$ cat config.mk
export PLATFORM = sky130hd
export DESIGN_NAME = pool_mem_write_gen_flat
export DESIGN_NICKNAME = d
export VERILOG_FILES = /design/src/rtl/pool_mem_write_gen_if.sv /design/src/rtl/pool_mem_write_gen.sv /design/src/flat_wrapper.sv
export SDC_FILE = /design/constraint.sdc
export NUM_CORES = 1
export LEC_CHECK = 0
export BUFFER_PORTS_ARGS = -buffer_cell sky130_fd_sc_hd__buf_2
export CAP_MARGIN = 20
export CELL_PAD_IN_SITES_DETAIL_PLACEMENT = 0
export CELL_PAD_IN_SITES_GLOBAL_PLACEMENT = 1
export CORE_MARGIN = 4
export CORE_UTILIZATION = 31
export CTS_CLUSTER_SIZE = 8
export DETAILED_ROUTE_END_ITERATION = 12
export PLACE_DENSITY_LB_ADDON = 0.1
export SLEW_MARGIN = 20
export SYNTH_ARGS = -nofsm -noshare
export SYNTH_HDL_FRONTEND = slang
export SYNTH_SLANG_ARGS = --single-unit
$ cat constraint.sdc
create_clock -name clk -period 1.66 [get_ports clk]
set_input_delay 0.332 -clock clk [delete_from_list [all_inputs] [get_ports clk]]
set_output_delay 0.332 -clock clk [all_outputs]
set_load 0.02 [all_outputs]
$ cat src/rtl/pool_mem_write_gen_if.sv
// Write-side bundle of the pooling output address generator.
// The generator (master) consumes start/in_valid from the pooling datapath and
// drives the lane addresses, enables and status toward the next layer's buffer.
interface pool_mem_write_gen_if #(
  parameter int NUM_LANES = 2,
  parameter int ADDR_W    = 8,
  parameter int CHAN_W    = 1
);
  logic                        start;
  logic                        in_valid;
  logic [NUM_LANES*ADDR_W-1:0] wr_addr;
  logic [NUM_LANES-1:0]        wr_en;
  logic [CHAN_W-1:0]           chan;
  logic                        busy;
  logic                        done;

  modport master (
    input  start, in_valid,
    output wr_addr, wr_en, chan, busy, done
  );

  modport slave (
    output start, in_valid,
    input  wr_addr, wr_en, chan, busy, done
  );
endinterface

$ cat src/rtl/pool_mem_write_gen.sv
// Write-address generator for pooling-layer output memories.
// One run walks NUM_CH feature maps of WORDS words, NUM_LANES words per
// in_valid beat, either splitting each map into contiguous lane segments
// (MODE 0) or interleaving lanes word by word (MODE 1).

// Per-lane address: pure function of the shared idx/chan counters.
module pool_mem_write_lane #(
  parameter int LANE      = 0,
  parameter int SEG       = 72,
  parameter int NUM_LANES = 2,
  parameter int CH_STRIDE = 144,
  parameter int MODE      = 0,
  parameter int ADDR_W    = 8,
  parameter int IDX_W     = 7,
  parameter int CHAN_W    = 1
) (
  input  logic [IDX_W-1:0]  idx,
  input  logic [CHAN_W-1:0] chan,
  output logic [ADDR_W-1:0] addr
);
  logic [31:0] base;
  logic [31:0] off;

  // Feature-map base plus lane offset; the elaboration check in the top
  // guarantees the sum fits ADDR_W, so the final truncation loses nothing.
  always_comb begin
    base = 32'(chan) * 32'(CH_STRIDE);
    if (MODE == 0) off = 32'(LANE * SEG) + 32'(idx);
    else           off = 32'(idx) * 32'(NUM_LANES) + 32'(LANE);
    addr = ADDR_W'(base + off);
  end
endmodule

module pool_mem_write_gen #(
  parameter int WORDS     = 144,
  parameter int NUM_LANES = 2,
  parameter int NUM_CH    = 1,
  parameter int CH_STRIDE = 144,
  parameter int ADDR_W    = 8,
  parameter int PRIME_CYC = 1,
  parameter int MODE      = 0
) (
  input  logic                 clk,
  input  logic                 reset,
  pool_mem_write_gen_if.master wr
);
  localparam int SEG    = WORDS / NUM_LANES;
  localparam int IDX_W  = (SEG > 1) ? $clog2(SEG) : 1;
  localparam int CHAN_W = $clog2(NUM_CH) + 1;
  localparam int PC_W   = (PRIME_CYC > 1) ? $clog2(PRIME_CYC) : 1;

  localparam logic [IDX_W-1:0]  IDX_LAST  = IDX_W'(SEG - 1);
  localparam logic [CHAN_W-1:0] CHAN_LAST = CHAN_W'(NUM_CH - 1);
  localparam logic [PC_W-1:0]   PC_LAST   = PC_W'((PRIME_CYC > 0) ? PRIME_CYC - 1 : 0);

  // Reject configurations that would alias lanes or wrap the address space.
  generate
    if (WORDS % NUM_LANES != 0) begin : g_bad_words
      $error("pool_mem_write_gen: WORDS must be divisible by NUM_LANES");
    end
    if (CH_STRIDE < WORDS) begin : g_bad_stride
      $error("pool_mem_write_gen: CH_STRIDE must be >= WORDS");
    end
    if (longint'(NUM_CH) * longint'(CH_STRIDE) > (longint'(1) << ADDR_W)) begin : g_bad_addr
      $error("pool_mem_write_gen: ADDR_W cannot hold NUM_CH*CH_STRIDE-1");
    end
    if (MODE != 0 && MODE != 1) begin : g_bad_mode
      $error("pool_mem_write_gen: MODE must be 0 or 1");
    end
    if (PRIME_CYC < 0) begin : g_bad_prime
      $error("pool_mem_write_gen: PRIME_CYC must be >= 0");
    end
  endgenerate

  typedef enum logic [1:0] {
    S_IDLE  = 2'd0,
    S_PRIME = 2'd1,
    S_RUN   = 2'd2,
    S_DONE  = 2'd3
  } state_t;

  state_t            state, state_n;
  logic [IDX_W-1:0]  idx, idx_n;
  logic [CHAN_W-1:0] chan, chan_n;
  logic [PC_W-1:0]   prime_cnt, prime_n;
  logic              beat;

  // State and counters; reset drops everything back to an idle, address-0 view.
  always_ff @(posedge clk or posedge reset) begin
    if (reset) begin
      state     <= S_IDLE;
      idx       <= '0;
      chan      <= '0;
      prime_cnt <= '0;
    end else begin
      state     <= state_n;
      idx       <= idx_n;
      chan      <= chan_n;
      prime_cnt <= prime_n;
    end
  end

  // Next state and counter updates; the final beat freezes idx/chan so the
  // address outputs keep showing the last location written.
  always_comb begin
    state_n = state;
    idx_n   = idx;
    chan_n  = chan;
    prime_n = prime_cnt;
    beat    = (state == S_RUN) && wr.in_valid;
    unique case (state)
      S_IDLE, S_DONE: begin
        if (wr.start) begin
          idx_n   = '0;
          chan_n  = '0;
          prime_n = '0;
          state_n = (PRIME_CYC == 0) ? S_RUN : S_PRIME;
        end
      end
      S_PRIME: begin
        if (prime_cnt == PC_LAST) state_n = S_RUN;
        else                      prime_n = prime_cnt + 1'b1;
      end
      S_RUN: begin
        if (wr.in_valid) begin
          if (idx == IDX_LAST) begin
            if (chan == CHAN_LAST) begin
              state_n = S_DONE;
            end else begin
              idx_n  = '0;
              chan_n = chan + 1'b1;
            end
          end else begin
            idx_n = idx + 1'b1;
          end
        end
      end
      default: state_n = S_IDLE;
    endcase
  end

  // Lane address array; lane k lands in wr_addr[k*ADDR_W +: ADDR_W].
  logic [NUM_LANES-1:0][ADDR_W-1:0] lane_addr;

  for (genvar k = 0; k < NUM_LANES; k++) begin : g_lane
    pool_mem_write_lane #(
      .LANE      (k),
      .SEG       (SEG),
      .NUM_LANES (NUM_LANES),
      .CH_STRIDE (CH_STRIDE),
      .MODE      (MODE),
      .ADDR_W    (ADDR_W),
      .IDX_W     (IDX_W),
      .CHAN_W    (CHAN_W)
    ) u_lane (
      .idx  (idx),
      .chan (chan),
      .addr (lane_addr[k])
    );
  end

  // Write enable is combinational from in_valid so a beat writes in its own cycle.
  assign wr.wr_addr = lane_addr;
  assign wr.wr_en   = {NUM_LANES{beat}};
  assign wr.chan    = chan;
  assign wr.busy    = (state == S_PRIME) || (state == S_RUN);
  assign wr.done    = (state == S_DONE);
endmodule

$ cat src/flat_wrapper.sv
// flat-port wrapper written by rule: the top's interface ports become plain ports
module pool_mem_write_gen_flat 
#(
  parameter int WORDS     = 144,
  parameter int NUM_LANES = 2,
  parameter int NUM_CH    = 1,
  parameter int CH_STRIDE = 144,
  parameter int ADDR_W    = 8,
  parameter int PRIME_CYC = 1,
  parameter int MODE      = 0
)
  (clk, reset, wr_start, wr_in_valid, wr_wr_addr, wr_wr_en, wr_chan, wr_busy, wr_done);
  pool_mem_write_gen_if #(.NUM_LANES(NUM_LANES), .ADDR_W(ADDR_W), .CHAN_W(1)) wr_i ();
  input  logic clk;
  input  logic reset;
  input wire logic [$bits(wr_i.start)-1:0] wr_start;
  input wire logic [$bits(wr_i.in_valid)-1:0] wr_in_valid;
  output wire logic [$bits(wr_i.wr_addr)-1:0] wr_wr_addr;
  output wire logic [$bits(wr_i.wr_en)-1:0] wr_wr_en;
  output wire logic [$bits(wr_i.chan)-1:0] wr_chan;
  output wire logic [$bits(wr_i.busy)-1:0] wr_busy;
  output wire logic [$bits(wr_i.done)-1:0] wr_done;
  assign wr_i.start = wr_start;
  assign wr_i.in_valid = wr_in_valid;
  assign wr_wr_addr = wr_i.wr_addr;
  assign wr_wr_en = wr_i.wr_en;
  assign wr_chan = wr_i.chan;
  assign wr_busy = wr_i.busy;
  assign wr_done = wr_i.done;
  pool_mem_write_gen #(.WORDS(WORDS), .NUM_LANES(NUM_LANES), .NUM_CH(NUM_CH), .CH_STRIDE(CH_STRIDE), .ADDR_W(ADDR_W), .PRIME_CYC(PRIME_CYC), .MODE(MODE)) u_core (.clk(clk), .reset(reset), .wr(wr_i));
endmodule
[After elaboration in Yosys (flattened, before gate mapping)]
Cells that the tools add are included.
W data, S select, Z words.
Word-level totals
  output and inout bits: 21
  logic and storage cells: 49
  input bits: 4
  flip-flop bits (word level): 11
Cells by class
  equal/unequal tests: 10
  muxes and demuxes: 18
  multiply operators: 1
  reductions and logical operators: 10
  $add $sub $neg: 6
Operator list (count)
  $mux W7: 4
  $pmux W7 S2: 1
  $mux W2: 5
  $add A7 B7 Y8 const A: 1
  $add A8 B7 Y8: 1
  $add A8 B8 Y8: 1
  $ne A2 B2 Y1 const B: 4
  $reduce_and A4 Y1: 2
  $add A7 B1 Y7 const B: 1
  $eq A7 B7 Y1 const B: 1
  $pmux W2 S3: 1
  $mux W1: 5
  $reduce_and A5 Y1: 1
  $eq A2 B2 Y1 const B: 2
  $mul A1 B4 Y4 const B: 1
  $pmux W1 S2: 2
  $reduce_bool A2 Y1: 2
  $ne A3 B2 Y1 const B: 1
  $add A1 B1 Y1 const B: 2
  $eq A2 B1 Y1 const B: 1
  $logic_not A2 Y1: 1
  $ne A2 B1 Y1 const B: 1
  $reduce_and A2 Y1: 1
  $reduce_or A2 Y1: 1
  2 further kinds: 2

[Logic depth before layout (Yosys ltp)]
  depth after elaboration: 5
  depth in mapped cells: 7
  depth with buffers taken out: 6

[Cells and area by module]
Synthesis repeated with hierarchy kept, for this count alone.
Unflattened totals
  cells, all modules: 92
  area, all modules: 844.6 um2
Modules (own cells, without submodules)
  pool_mem_write_gen: cells an instance 68, sequential area each 225.2 um2, times used 1, area each 638.1 um2
  pool_mem_write_lane at u_core.g_lane[1].u_lane: cells an instance 15, sequential area each 0.0 um2, times used 1, area each 128.9 um2
  pool_mem_write_lane at u_core.g_lane[0].u_lane: cells an instance 9, sequential area each 0.0 um2, times used 1, area each 77.6 um2

[Worst setup path before layout]
Ideal clock, no wire load.
  kind: register to register
  start: register u_core.state[0]
  end: register u_core.idx[5]
  period minus slack after synthesis: 1.728 ns
  setup time: 0.140 ns
  path buffers: 1
  data arrival time: 1.588 ns
  cell stages (with the launch flop): 8
  required time: 1.520 ns
  path slack: -0.068 ns
  path through: dfrtp_1 -> inv_1 -> ha_1 -> nor2b_1 -> buf_2 -> o41a_1 -> o21ai_0 -> o21ai_0
Between the ends
  word-level cells in the longest chain between the ends: 4
  elaborated cells between the ends (all ways): 10
  classes of those cells: 5 x eq/ne; 1 x mux; 4 x reduce/logical
RTL lines
  start: declaration: line pool_mem_write_gen.sv:82  | state_t state, state_n;
  start signal: assignment: line pool_mem_write_gen.sv:96  | state <= state_n;
  $eq A2 B2 Y1 / $logic_not A2 Y1 (equally long branches): line pool_mem_write_gen.sv:111  | unique case (state)
  $reduce_or A2 Y1: line pool_mem_write_gen.sv:111
  $ne A2 B2 Y1 (no source line) / $reduce_bool A2 Y1 (equally long branches)
  $reduce_and A4 Y1 (no source line)
  end signal: assignment: line pool_mem_write_gen.sv:97  | idx <= idx_n;
  end: declaration: line pool_mem_write_gen.sv:83  | logic [IDX_W-1:0] idx, idx_n;
Parallel ways exist; a longest one is shown, timed or not.
A chain may end at the register's enable or synchronous reset.

[Worst setup path in the final report]
  start: register u_core.idx[4]
  end: output port wr_wr_addr[14]
Between the ends
  word-level cells in the longest chain between the ends: 2
RTL lines
  $add A7 B7 Y8: line pool_mem_write_gen.sv:28  | if (MODE == 0) off = 32'(LANE * SEG) + 32'(idx);
  $add A8 B8 Y8: line pool_mem_write_gen.sv:30  | addr = ADDR_W'(base + off);
  end: declaration: line flat_wrapper.sv:18  | output wire logic [$bits(wr_i.wr_addr)-1:0] wr_wr_addr;
No other way between the ends.

==> run summary <==
The time the worst path needs with I/O delays and setup was 1630 ps. The detailed-route wire length was 1850 um; the count of hold buffers inserted by post-cts repair was 0. Static timing analysis puts the maximum clock frequency at 0.613 GHz. During placement, the flow inserted port buffers numbering 22.

The number of nets still failing antenna checks after routing is 0, and the peak ir drop on the vdd network is 1.24 mV. The logs give 1300 ps for the worst path arrival time and 676 for the number of global-route vias before repair. The die covers 3100 um^2. The largest stage delay on the critical path is 430 ps, and the number of failing hold endpoints at the final stage is 0. In this run, CTS created clock tree buffers numbering 3. The run gives 2 as the maximum count of clock buffers along a single path. The number of top-level pins is 25. Setup violations remaining at the end of the flow were counted as 0. The synthesized design spends more area on one cell type than any other, namely sky130_fd_sc_hd__dfrtp_1. For the maximum number of pins on one net before global-route repair, the log shows 15.

The run gives 0 as the count of unresolved DRC violations after routing. Cells fill 51.0% of the core in the end. The peak fanout along the critical path is 3, and the final cell count without fillers is 142. The share of final-layout standard cells stronger than drive strength 1 is 47.8%.

In this run, distinct cell masters in the synthesized netlist total 34. The type of destination of the critical path is a primary output. The first detailed-routing pass took 4 iterations. Dividing the detail-routed via count by the number of cells gives 4.94. 0 antenna diodes ended up in the layout.

After the last flow step, the layout net total stands at 126. The run gives 70 ps as the worst-case register-to-register setup slack. The critical path goes through ha_4 > ha_4 > xnor2_2 > buf_4.

The overall global routing resource usage is 12.3%, and the share of the synthesized area in the top cell type is 32.0%. Routability-driven placement finished with a final weighted congestion of 0.840. The type of the setup path with the least slack is register to primary output. For this design the ratio of total power to cell area is 1310 nW/um^2.

Synthesis inferred 9 register bits. The run finished with clean final reports. The tools report the startpoint type of the worst setup path as a register. The number of placement rows was 16; the routed wirelength normalized by instance count was 13.0 um. For the effective utilization at floorplan, the log shows 34.2%. By instance count, the cell type seen most on the critical path is sky130_fd_sc_hd__ha_4.

The run gives 129 as the number of cells in the design after placement. Averaged over all synthesized cells, the footprint is 8.92 um^2. The count of pins over their slew limit came out at 0. The worst clock skew is 2.63 ps, and the width of the die is 55.7 um. The first global-routing pass estimated 3060 um of wire. Of the available clock period, the critical path in the final layout requires 98.3%.

For this design, the sink count on the clock tree is 9. After clock tree synthesis, the clock-pin slew on the worst setup and hold paths is 70 ps. Compared with the post-synthesis result, the final layout area differs by 49.2%. Yosys warning count: 0.

The cell area that synthesis handed to floorplanning was 704 um^2. Most common cell after layout, fill and taps aside: sky130_fd_sc_hd__buf_4. The worst hold path belongs to the class input port to asynchronous set/reset pin. The largest individual stage delay along the critical path comes from the cell sky130_fd_sc_hd__dfrtp_2. Setup repair after global routing could not meet its margin everywhere. The cell at the root of the clock tree is sky130_fd_sc_hd__clkbuf_4. In this run, the number of DRC markers left after iteration 0 of detailed routing was 18. The total area inside the core boundary comes to 2060 um^2. Sorting the synthesized cells by area gives the leading types as sky130_fd_sc_hd__dfrtp_1 32%, sky130_fd_sc_hd__ha_1 11%, sky130_fd_sc_hd__buf_4 7.5%.

Summed over all nets, the half-perimeter wirelength after detailed placement is 1370 um. The tools report the CTS H-tree depth as 1. For the total congestion overflow after global routing, the log shows 0.

The analysis attributes to cell leakage a power of 0.514 nW. The data required time at the worst endpoint was 1330 ps. TritonCTS built the clock tree. The cell count after synthesis came out at 79. The run gives 32.0% as the portion of the post-synthesis area used by sequential elements. The latest clock arrival within the worst-skew pair is 260 ps, and the depth of the worst register-to-register path is 7.

The chip height was 55.7 um. The routed layout has 701 vias. Max-cap violations in this run came to 0.

In the layout the commonest cells are 20 x sky130_fd_sc_hd__buf_4, 17 x sky130_fd_sc_hd__buf_2, 8 x sky130_fd_sc_hd__nand2_1, 8 x sky130_fd_sc_hd__dfrtp_1, 6 x sky130_fd_sc_hd__inv_1. The run gives 0 as the number of antenna violations at the first check in global routing.
==> synth_stat cells (all sizes together) <==
library cell / n
a21boi: 1
a21oi: 1
o311ai: 1
nor3: 2
nand4: 3
dfrtp: 9
or4: 1
inv: 7
xnor2: 2
o41a: 1
nand4b: 1
o221ai: 1
o211ai: 1
o21ai: 5
and2: 2
a211o: 1
a21o: 1
nor2b: 2
o31a: 1
clkbuf: 1
nor4b: 1
mux2i: 2
nor2: 1
nand2: 8
a31oi: 1
ha: 6
buf: 9
nor4: 1
o22ai: 1
nand3: 4
conb: 1
==> flip-flops by register name, indices dropped and copies added, names as in the netlist <==
signal and flops:
u_core.state 2, u_core.idx 7
==> critical path, delay by kind of cell (launching register included) <==
family	cells	cell delay (ps)
flops	1	430
fa+ha+maj	2	340
buf+inv	1	150
xor+xnor	1	110
==> cell type report <==
class	instances	area (um^2)
fillers	202	1010
multi-input cells	54	454
repair buffers	41	284
flip-flops and latches	9	226
well taps	27	33.8
clock buffers	4	26.3
inverters	7	26.3
==> routing by layer <==
layer	vias to the layer above	part of all wire [%]	GRT usage, %
met1	326	44	15.4
li1	348	-	-
met2	25	48	19.8
met5	-	0	0
met3	2	7.4	2.78
met4	0	0.38	6.25
==> through the flow <==
| stage | cell area [um^2] | hold slack (ps) | setup TNS [ps] | total power (W) | worst slack (ps) |
|---|---|---|---|---|---|
| 2_1_floorplan | 728 | 160 | -21.0 | 0.000888 | -21.0 |
| 3_3_place_gp | 881 | 329 | -19.4 | 0.00109 | -14.3 |
| 3_5_place_dp | 881 | 331 | -144 | 0.00109 | -62.9 |
| 4_1_cts | 972 | 42.5 | 0 | 0.00133 | 2.49 |
| 5_1_grt | 1050 | 52.4 | -7.24 | 0.00151 | -7.24 |
| 6_report | 1050 | 29.0 | 0 | 0.00138 | 28.2 |
==> timing repair <==
| action | 4_1_cts | 5_1_grt |
|---|---|---|
| endpoints found under the hold margin | 0 | 0 |
| pin swaps | 0 | 5 |
| gates cloned | 0 | 0 |
| endpoints found under the setup margin | 8 | 10 |
| setup buffers | 3 | 6 |
| resized for setup | 13 | 12 |
==> worst paths after layout <==
kind,to,startpoint
min in group clk,u_core.idx[6],wr_start
hold reg to reg,u_core.state[0],u_core.state[0]
max in group asynchronous,u_core.idx[4],reset
hold / removal,u_core.idx[5],reset
setup reg to reg,u_core.idx[6],u_core.state[0]
setup / recovery,wr_wr_addr[14],u_core.idx[4]
==> power breakdown <==
part           leakage, nW  switching, W  internal (W)
clock network       0.0150     0.0000811     0.0000928
registers            0.117     0.0000518      0.000267
logic                0.382      0.000465      0.000419
==> cell families (layout without fill, tap and decap cells) <==
| kind of cell | after synthesis | count (layout) | share of synthesized area [%] |
|---|---|---|---|
| buffers and inverters | 17 | 52 | 13.1 |
| other | 1 | 2 | 0.532 |
| adder cells (fa/ha/maj) | 6 | 6 | 10.7 |
| AO/OA/AOI/OAI | 16 | 16 | 15.8 |
| flip-flops | 9 | 9 | 32.0 |
| AND/OR/NAND/NOR | 26 | 26 | 22.6 |
| multiplexers | 2 | 2 | 2.84 |
| XOR/XNOR | 2 | 2 | 2.49 |
No activity file was read; power rests on OpenSTA's default activity.
